===== config.mk =====
export PLATFORM = sky130hd
export DESIGN_NAME = branch_resolver
export DESIGN_NICKNAME = d
export VERILOG_FILES = /design/src/rtl/branch_resolver.sv
export SDC_FILE = /design/constraint.sdc
export NUM_CORES = 1
export LEC_CHECK = 0
export ABC_AREA = 1
export CAP_MARGIN = 20
export CORE_UTILIZATION = 47
export CTS_CLUSTER_DIAMETER = 60
export DETAILED_ROUTE_END_ITERATION = 8
export PLACE_DENSITY = 0.89
export SYNTH_ARGS = -nofsm -noshare
export SYNTH_HDL_FRONTEND = slang
export SYNTH_SLANG_ARGS = --single-unit

===== constraint.sdc =====
create_clock -name clk_i -period 3.3 [get_ports clk_i]
set_input_delay 0.99 -clock clk_i [delete_from_list [all_inputs] [get_ports clk_i]]
set_output_delay 0.99 -clock clk_i [all_outputs]
set_load 0.05 [all_outputs]

===== src/rtl/branch_resolver.sv =====
// Resolves branches/jumps at EX against the fetch-stage prediction carried down the pipe.
// Drives flush/redirect on a mispredict, a one-shot predictor update, and saturating counters.
module branch_resolver #(
  parameter int unsigned XLEN  = 32,
  parameter int unsigned CNT_W = 32
) (
  input  logic             clk_i,
  input  logic             rst_ni,
  input  logic             stall_i,
  input  logic             if_valid_i,
  input  logic [XLEN-1:0]  pc_if_i,
  input  logic             pred_hit_i,
  input  logic [XLEN-1:0]  pred_pc_i,
  input  logic [31:0]      inst_ex_i,
  input  logic [XLEN-1:0]  pc_ex_i,
  input  logic             BrEq_i,
  input  logic             BrLt_i,
  input  logic [XLEN-1:0]  alu_i,
  output logic             flush_o,
  output logic             redirect_o,
  output logic [XLEN-1:0]  redirect_pc_o,
  output logic             upd_valid_o,
  output logic             upd_taken_o,
  output logic [XLEN-1:0]  upd_pc_o,
  output logic [XLEN-1:0]  upd_target_o,
  output logic             hit_ex_o,
  output logic [CNT_W-1:0] br_cnt_o,
  output logic [CNT_W-1:0] mis_cnt_o
);

  localparam logic [6:0] OP_BRANCH = 7'b1100011;
  localparam logic [6:0] OP_JAL    = 7'b1101111;
  localparam logic [6:0] OP_JALR   = 7'b1100111;

  typedef struct packed {
    logic            valid;
    logic [XLEN-1:0] pc;
    logic            hit;
    logic [XLEN-1:0] pred_pc;
  } meta_t;

  meta_t            id_q, id_d;
  meta_t            ex_q, ex_d;
  logic             resolved_q, resolved_d;
  logic [CNT_W-1:0] br_cnt_q, br_cnt_d;
  logic [CNT_W-1:0] mis_cnt_q, mis_cnt_d;

  logic [6:0]       opcode;
  logic [2:0]       funct3;
  logic             is_branch;
  logic             is_jump;
  logic             actual_taken;
  logic             active;
  logic [XLEN-1:0]  pc_plus4;

  // State registers
  always_ff @(posedge clk_i or negedge rst_ni) begin
    if (!rst_ni) begin
      id_q       <= '0;
      ex_q       <= '0;
      resolved_q <= 1'b0;
      br_cnt_q   <= '0;
      mis_cnt_q  <= '0;
    end else begin
      id_q       <= id_d;
      ex_q       <= ex_d;
      resolved_q <= resolved_d;
      br_cnt_q   <= br_cnt_d;
      mis_cnt_q  <= mis_cnt_d;
    end
  end

  assign opcode    = inst_ex_i[6:0];
  assign funct3    = inst_ex_i[14:12];
  assign is_branch = (opcode == OP_BRANCH);
  assign is_jump   = (opcode == OP_JAL) || (opcode == OP_JALR);
  assign active    = ex_q.valid && !resolved_q;
  assign pc_plus4  = pc_ex_i + XLEN'(4);

  // Actual outcome from the comparator flags
  always_comb begin
    actual_taken = 1'b0;
    if (is_jump) begin
      actual_taken = 1'b1;
    end else begin
      unique case (funct3)
        3'b000:         actual_taken = BrEq_i;
        3'b001:         actual_taken = !BrEq_i;
        3'b100, 3'b110: actual_taken = BrLt_i;
        3'b101, 3'b111: actual_taken = !BrLt_i;
        default:        actual_taken = 1'b0;
      endcase
    end
  end

  // Resolution outputs, valid only in the first EX cycle of an instruction
  always_comb begin
    redirect_o    = 1'b0;
    redirect_pc_o = '0;
    upd_valid_o   = 1'b0;
    upd_taken_o   = 1'b0;
    upd_pc_o      = '0;
    upd_target_o  = '0;
    if (active) begin
      if (is_branch || is_jump) begin
        upd_valid_o  = 1'b1;
        upd_taken_o  = actual_taken;
        upd_pc_o     = pc_ex_i;
        upd_target_o = alu_i;
        if (ex_q.hit && !actual_taken) begin
          redirect_o    = 1'b1;
          redirect_pc_o = pc_plus4;
        end else if (actual_taken && (!ex_q.hit || (ex_q.pred_pc != alu_i))) begin
          redirect_o    = 1'b1;
          redirect_pc_o = alu_i;
        end
      end else if (ex_q.hit) begin
        // Stale BTB alias on a non-control instruction
        redirect_o    = 1'b1;
        redirect_pc_o = pc_plus4;
      end
    end
  end

  assign flush_o  = redirect_o;
  assign hit_ex_o = ex_q.valid && ex_q.hit;

  // Metadata advance; flush wins over stall
  always_comb begin
    id_d       = id_q;
    ex_d       = ex_q;
    resolved_d = resolved_q;
    if (flush_o) begin
      id_d.valid = 1'b0;
      ex_d.valid = 1'b0;
      resolved_d = 1'b0;
    end else if (!stall_i) begin
      ex_d       = id_q;
      id_d       = '{valid: if_valid_i, pc: pc_if_i, hit: pred_hit_i, pred_pc: pred_pc_i};
      resolved_d = 1'b0;
    end else if (upd_valid_o || redirect_o) begin
      resolved_d = 1'b1;
    end
  end

  // Saturating performance counters
  always_comb begin
    br_cnt_d  = br_cnt_q;
    mis_cnt_d = mis_cnt_q;
    if (upd_valid_o && (br_cnt_q != {CNT_W{1'b1}})) begin
      br_cnt_d = br_cnt_q + CNT_W'(1);
    end
    if (redirect_o && (mis_cnt_q != {CNT_W{1'b1}})) begin
      mis_cnt_d = mis_cnt_q + CNT_W'(1);
    end
  end

  assign br_cnt_o  = br_cnt_q;
  assign mis_cnt_o = mis_cnt_q;

  // EX uses the PC presented with the instruction; carried PC and other fields are not needed here
  logic unused_ok;
  assign unused_ok = ^{inst_ex_i[31:15], inst_ex_i[11:7], ex_q.pc};

endmodule

==> run metrics, run 1 <==
Mean Syn Cell Area=6.335 sq um; outcome=aborted with a tool error; combined global-route utilization of all metal layers=~82%; Ports=between 300 and 400; H-Tree Depth=4; yosys warns=0; post-synth top area share=34.41%; sequential area share after synthesis=between 30% and 40%; share of flip-flops with an asynchronous set or reset=100.0%; CTS Sinks=around 130; Post-DP HPWL=just under 30 mm; Syn Nets=approximately 1.7k; Main synth FF type=dfrtp_1; Fail Step=5_1_grt; worst_ep grt=redirect_pc_o[14]; Die X=about 150 um; Bufs on Longest Clock Path=2; Yosys top cell by area=dfrtp_1; Post-Synth Adder-Cell Area=less than 1%; num rows=52; post-synthesis cell count=between 1.5k and 2k; # hold bufs at CTS=0; post-synthesis simple-gate area fraction=a little under half; kind of the worst endpoint=output port; chip height=145.5 um; synthesized area=0.009673 sq mm; largest net degree at the start of global routing=73; I/O Buffers=277; largest family of logic cells by synthesized area=simple AND/OR/NAND/NOR gates; CTS buffer count=17; Area contributors post-synth=dfrtp_1, nand2_1, nand3_1; register bit count reported by yosys=between 100 and 150; Post-Synth XOR/XNOR Area=under 10%; Root Buffer=clkbuf_16; gpl congestion=1.120; Synth Area in Compound Gates=roughly 3.9%; Post-synth EDFFs=0; GRT overflow=about 130; post-synthesis cell type count=39; first reported error=[ERROR GRT-0232] Routing congestion too high. Check the congestion heatmap in the GUI.; initial core utilization=47.80%; post-synthesis mux area share=0%
## logic make-up after synthesis
logic type / after synthesis
AO/OA/AOI/OAI: 64
XOR/XNOR: 70
adder cells (fa/ha/maj): 3
buffers and inverters: 225
flip-flops: 133
AND/OR/NAND/NOR: 1032
## cells in the mapped netlist (5+ instances only)
| master | n |
|---|---|
| nand4_1 | 54 |
| clkbuf_1 | 33 |
| inv_2 | 15 |
| a21boi_1 | 9 |
| xor2_1 | 43 |
| o21ai_0 | 24 |
| a21oi_1 | 17 |
| inv_1 | 145 |
| buf_2 | 18 |
| dfrtp_1 | 133 |
| nand3_1 | 186 |
| nor3_1 | 36 |
| nand3b_1 | 5 |
| buf_6 | 5 |
| nand2_1 | 536 |
| xnor2_1 | 27 |
| nor2_1 | 194 |
## through the flow
stage	setup slack [ns]	hold slack (ns)	area, sq um	cells
floorplan	-0.4878	0.4425	10490	1527
global placement	-0.6982	0.4546	15530	2181
detailed placement	-0.7628	0.4586	15530	2181
CTS	-0.3005	0.4744	17610	2267
## metal layers
metal	overflow	track usage, %
met5	0	47.95
met4	34	81.37
met3	7	71.47
met2	82	95.36
met1	2	81.16
## timing repair
action,4_1_cts
hold endpoints to repair,0
setup buffers,50
gates cloned,9
gates resized for setup,557
endpoints found under the setup margin,166
pin swaps,111
==> run 2: changes to the inputs <==
--- a/config.mk
+++ b/config.mk
@@ -7,10 +7,9 @@
 export LEC_CHECK = 0
 export ABC_AREA = 1
 export CAP_MARGIN = 20
-export CORE_UTILIZATION = 47
-export CTS_CLUSTER_DIAMETER = 60
+export CORE_UTILIZATION = 40
 export DETAILED_ROUTE_END_ITERATION = 8
-export PLACE_DENSITY = 0.89
+export PLACE_DENSITY_LB_ADDON = 0.15
 export SYNTH_ARGS = -nofsm -noshare
 export SYNTH_HDL_FRONTEND = slang
 export SYNTH_SLANG_ARGS = --single-unit
==> run metrics, run 2 <==
Post-DP HPWL=29.30 mm (+1.5%); gpl congestion=0.9523 (-15%); Final WS setup=-0.3105 ns; outcome=complete, but fails checks; crit path from=alu_i[2]; initial antenna violation count=2; I/O Buffers=277 (unchanged); register bit count reported by yosys=133 (unchanged); r2r worst-path depth=15; M1 wire length=15.71 mm; first-pass GRT wire length=~61 mm; Slew HR=a little under three fifths; die area=roughly 0.025 sq mm; Critical-path top delay cell=buf_6; Min Hold Slack=about 0.47 ns; Main synth FF type=dfrtp_1; most repeated library cell on the critical path=nand3_2; area delta synth->final=86.74%; Setup crit end kind=output pin; post-synthesis cell count=1527 (unchanged); Placeable Area=0.02361 sq mm; Yosys top cell by area=dfrtp_1; final worst-path cycle share=109.4%; Clock Latency Late Sink=between 0.4 and 0.5 ns; H-Tree Depth=4 (unchanged); initial core utilization=40.97% (-6.8 points); Syn Nets=1697 (unchanged); Bufs on Longest Clock Path=2 (unchanged); Critical Path Fanout Max=5; synth cell count leaders=nand2_1, nor2_1, nand3_1; Post-layout nets=2170; RSZ-0062 raised after global routing=true; fin cells=approximately 2.3k; sequential area share after synthesis=34.41% (unchanged); critical path class=primary input to output pin; top flop regs=ex_q x34, id_q x34; Slew @ Worst Pin=about 0.66 ns; count leader, synth=nand2_1; largest net degree at the start of global routing=67; Root Buffer=clkbuf_16; DR WL met2=21.08 mm; final hold vios=0; Post-synth EDFFs=0 (unchanged); leakage power=roughly 8.4 nW; worst path required time=2.31 ns; VDD IR max=approximately 450 uV; post-synth top area share=34.41% (unchanged); placed insts=2244 (+2.9%); failing checks=setup timing; post-layout min period=approximately 3.6 ns; max incr delay on CP=around 0.18 ns; worst path cell trace=buf_2, inv_2, nand2_1, nand2_2, nor2_4, nand3_2, nor2_4, nand3_4, buf_6, nand3_2, nand3_2, nand2_2, clkinvlp_4, buf_12; combined global-route utilization of all metal layers=between 30% and 40%; chip height=157.5 um (+8.3%); yosys warns=0 (unchanged); number of global-route vias before repair=11.61k; num rows=56 (+7.7%); Setup TNS=-18.02 ns; uppermost layer routed=met4; CTS buffer count=17 (unchanged); most common cell after layout, fill and taps aside=nand2_1; FF+latch area=~0.0033 sq mm; met3 WL=~3.4 mm; CTS Sinks=133 (unchanged); commonest cells after routing, fill and taps aside=nand2_1, buf_4, dfrtp_1; post-synthesis cell type count=39 (unchanged); area taken by multi-input logic gates=0.007328 sq mm; Fillers=1741; Via density=between 5 and 6; initial drt markers=711; Routed WL=42.11 mm; Fmax achieved=around 280 MHz; Setup Viol. Count Final=between 90 and 100; maxcap violations=0; WL/cell=approximately 18 um; CTS tree=built; worst reg2reg path startpoint=ex_q[4]; Area contributors post-synth=dfrtp_1, nand2_1, nand3_1; synthesized area=0.009673 sq mm (unchanged); Reg clk slew, reported paths=0.07 ns; Pre-antenna DRT Iters=5; CP Launch Type=primary input; power per standard cell area=around 330 mW/mm^2; Mean Syn Cell Area=6.335 sq um (unchanged); GRT overflow=0; Die X=157.5 um (+8.3%); WP data arrival=around 2.6 ns; share of flip-flops with an asynchronous set or reset=100.0% (unchanged); vias after detailed routing=12.16k; worst slack, placed=-0.7532 ns (+0.009614 ns); Fin Clk Skew=~0.011 ns; drt drc=0; max-slew violation count=0; Ports=332 (unchanged); ANT nets after route=0; Hold Path Class=primary input to async pin; layout cell share with drive strength beyond 1=between 40 and 50%
[run 2: report_power, final]
part / internal, mW / leakage [nW] / switching [mW]
sequential: 1.82 / 1.73 / 0.179
combinational: 0.823 / 6.35 / 1.19
clock: 1.08 / 0.290 / 0.843
total: 3.73 / 8.38 / 2.21
[run 2: kinds of logic after synthesis]
| kind of cell | Yosys count | share of synthesized area, % |
|---|---|---|
| simple gates | 1032 | 45.45 |
| buf+inv | 225 | 9.507 |
| flops | 133 | 34.41 |
| xor+xnor | 70 | 6.338 |
| compound gates | 64 | 3.906 |
| fa+ha+maj | 3 | 0.3881 |
[run 2: repair_timing]
action,CTS,global route
hold buffers,0,0
endpoints found under the setup margin,105,100
gates resized for setup,519,190
pin swaps,121,113
endpoints found under the hold margin,0,0
cloned,8,1
buffers inserted,36,13
[run 2: final cells by class]
class | count | area share [%]
inverter | 161 | 3.810
antenna | 2 | 0.02771
multi-input combinational | 1169 | 40.57
timing repair inverter | 3 | 0.1870
sequential | 133 | 18.42
clock buffer | 17 | 2.355
timing repair buffer | 515 | 31.43
clock inverter | 15 | 0.9836
tap | 319 | 2.210
[run 2: critical path: cells and delay by family]
family | cells | cell delay, ns
buf+inv | 5 | 0.63
simple gates | 9 | 0.97
[run 2: path summary, 6_finish.rpt]
kind,end,slack (ns)
min in group clk_i,id_q[32],0.47
setup / recovery,redirect_pc_o[19],-0.31
max in group asynchronous,id_q[29],2.05
setup reg to reg,id_q[29],0.51
hold reg to reg,id_q[32],0.47
hold / removal,br_cnt_o[3],0.47
[run 2: metal layers]
| layer | global-route usage (%) | vias up |
|---|---|---|
| li1 | - | 5813 |
| met1 | 35.52 | 5746 |
| met2 | 56.72 | 481 |
| met3 | 8.012 | 120 |
| met4 | 14.38 | 0 |
| met5 | 0 | - |
[run 2: stage by stage]
step / cell area [sq um] / power (mW) / util, %
finish: 18060 / 5.937 / 76.50
global route: 18060 / 6.197 / 76.50
CTS: 17380 / 5.797 / 73.60
detailed placement: 15650 / 3.711 / 66.26
global placement: 15650 / 3.678 / 66.26
floorplan: 10490 / 2.935 / -
No activity file was read; power rests on OpenSTA's default activity.
==> run 3: changes to the inputs <==
--- a/config.mk
+++ b/config.mk
@@ -7,6 +7,8 @@
 export LEC_CHECK = 0
 export ABC_AREA = 1
 export CAP_MARGIN = 20
+export CORE_ASPECT_RATIO = 1.75
+export CORE_MARGIN = 5
 export CORE_UTILIZATION = 40
 export DETAILED_ROUTE_END_ITERATION = 8
 export PLACE_DENSITY_LB_ADDON = 0.15
==> run metrics, run 3 (synthesis results as in run 2) <==
outcome=complete, but fails checks; failing checks=setup timing; hold path endpoint=id_q[1]; maxcap violations=0 (unchanged); CTS tree=built; Post-DP HPWL=31.36 mm (+7.0%); Slew HR=54.98% (-1.1 points); vias after detailed routing=12.36k (+1.6%); power per standard cell area=330.1 mW/mm^2 (+0.43%); post-layout min period=3.618 ns (+0.007135 ns); combined global-route utilization of all metal layers=30.47% (-1.3 points); Clock Latency Late Sink=0.48 ns (+0.05 ns); final worst-path cycle share=109.6% (+0.22 points); initial antenna violation count=0 (-2); RSZ-0062 raised after global routing=true; Fin Clk Skew=0.02205 ns (+0.01072 ns); Bufs on Longest Clock Path=3 (+1); top flop regs=ex_q x34, id_q x34; CTS Sinks=133 (unchanged); Critical Path Fanout Max=6 (+1); Placeable Area=0.02393 sq mm (+1.3%); CTS buffer count=25 (+8); worst hold start=id_q[1]; WP data arrival=2.63 ns (about the same); largest net degree at the start of global routing=73 (+9.0%); ANT nets after route=0 (unchanged); WL/cell=18.78 um (+4.1%); initial drt markers=776 (+9.1%); Final WS setup=-0.3176 ns (-0.007135 ns); Setup Viol. Count Final=90 (-9.1%); first-pass GRT wire length=66.25 mm (+9.1%); worst path required time=2.31 ns (about the same); Reg clk slew, reported paths=0.05 ns (-0.02 ns); Ports=332 (unchanged); Setup crit end kind=output pin; fin cells=2342 (+0.34%); most common cell after layout, fill and taps aside=nand2_1; drt drc=0 (unchanged); H-Tree Depth=4 (unchanged); Hold Path Class=register to register; Routed WL=43.99 mm (+4.5%); R2R Setup Slk=0.50 ns (about the same); Root Buffer=clkbuf_16; number of global-route vias before repair=12.52k (+7.9%); hold depth=2; worst slack, placed=-0.8735 ns (-0.1203 ns); Die X=127.6 um (-19%); max-slew violation count=0 (unchanged); CP Launch Type=primary input; area delta synth->final=91.54%; layout cell share with drive strength beyond 1=40.04% (-0.65 points); r2r worst-path depth=11 (-4); Pre-antenna DRT Iters=5 (unchanged); worst reg2reg path startpoint=ex_q[65]; R2R Path End=ex_q[2]; Fillers=1699 (-2.4%); I/O Buffers=277 (unchanged); Via density=5.278 (+1.3%); Fmax achieved=276.4 MHz (-0.20%); critical path class=primary input to output pin; Power Total=6.116 mW (+3.0%); Slew @ Worst Pin=0.6702 ns (+0.01108 ns); VDD IR max=360.7 uV (-19%); design area=0.01853 sq mm (+2.6%); Setup TNS=-20.91 ns (-2.885 ns); initial core utilization=40.42% (-0.54 points); placed insts=2249 (+0.22%); # hold bufs at CTS=0 (unchanged); placed inst area=0.01580 sq mm (+0.98%); GRT overflow=0 (unchanged); num rows=75 (+34%); commonest cells after routing, fill and taps aside=nand2_1, buf_4, dfrtp_1; chip height=215.7 um (+37%); die area=0.02751 sq mm (+11%); Post-layout nets=2197 (+1.2%); leakage power=8.595 nW (+2.6%); gpl congestion=0.9604 (+0.85%); final hold vios=0 (unchanged)
==> run 3: per-stage QoR <==
stage               utilization, %  hold WS, ns
floorplan                        -       0.4425
global placement             66.02       0.4536
detailed placement           66.02       0.4590
CTS                          74.35       0.4709
global route                 77.42       0.4974
finish                       77.43       0.4664
==> run 3: power breakdown <==
part | leakage, nW | switching [mW] | internal, mW
Combinational | 6.52 | 1.16 | 0.833
Clock | 0.340 | 0.722 | 1.41
Sequential | 1.73 | 0.170 | 1.82
==> run 3: worst max path at each step <==
stage	end	slack (ns)	cells past startpoint	start
CTS	redirect_pc_o[19]	-0.31	14	alu_i[9]
finish	redirect_pc_o[18]	-0.32	13	alu_i[5]
global route	redirect_pc_o[6]	-0.38	11	BrLt_i
detailed placement	redirect_pc_o[18]	-0.87	14	alu_i[18]
floorplan	redirect_pc_o[16]	-0.49	10	inst_ex_i[6]
global placement	redirect_pc_o[18]	-0.84	14	alu_i[18]
==> run 3: what timing repair did <==
action | 4_1_cts | 5_1_grt
setup buffers | 29 | 23
resized for setup | 507 | 206
pin swaps | 123 | 109
cloned | 10 | 1
endpoints found under the setup margin | 159 | 95
==> run 3: layout make-up <==
class	instances	area [sq um]	share of cell area (%)
multi-input cells	1169	7214	38.94
repair buffers	530	6073	32.78
flip-flops and latches	133	3328	17.96
inverters	161	715.7	3.863
clock buffers	30	674.4	3.640
well taps	308	385.4	2.080
repair inverters	7	116.4	0.6280
clock inverters	3	17.52	0.09454
diodes	1	2.502	0.01351
==> run 3: per-layer routing <==
metal	wire length [um]	GRT usage [%]
met4	3252	19.18
met5	0	0
met1	14780	30.93
met3	2406	4.602
met2	23550	56.81
==> run 3: critical path, stage by stage <==
cell	delay (ns)
buf_6	0.10
nand2_1	0.05
nand2_1	0.05
nor2_1	0.10
nand4_1	0.22
nor2_2	0.23
nand3_4	0.18
buf_12	0.20
nand3_2	0.06
nand3_2	0.08
nand2_4	0.10
clkinvlp_4	0.10
buf_12	0.15
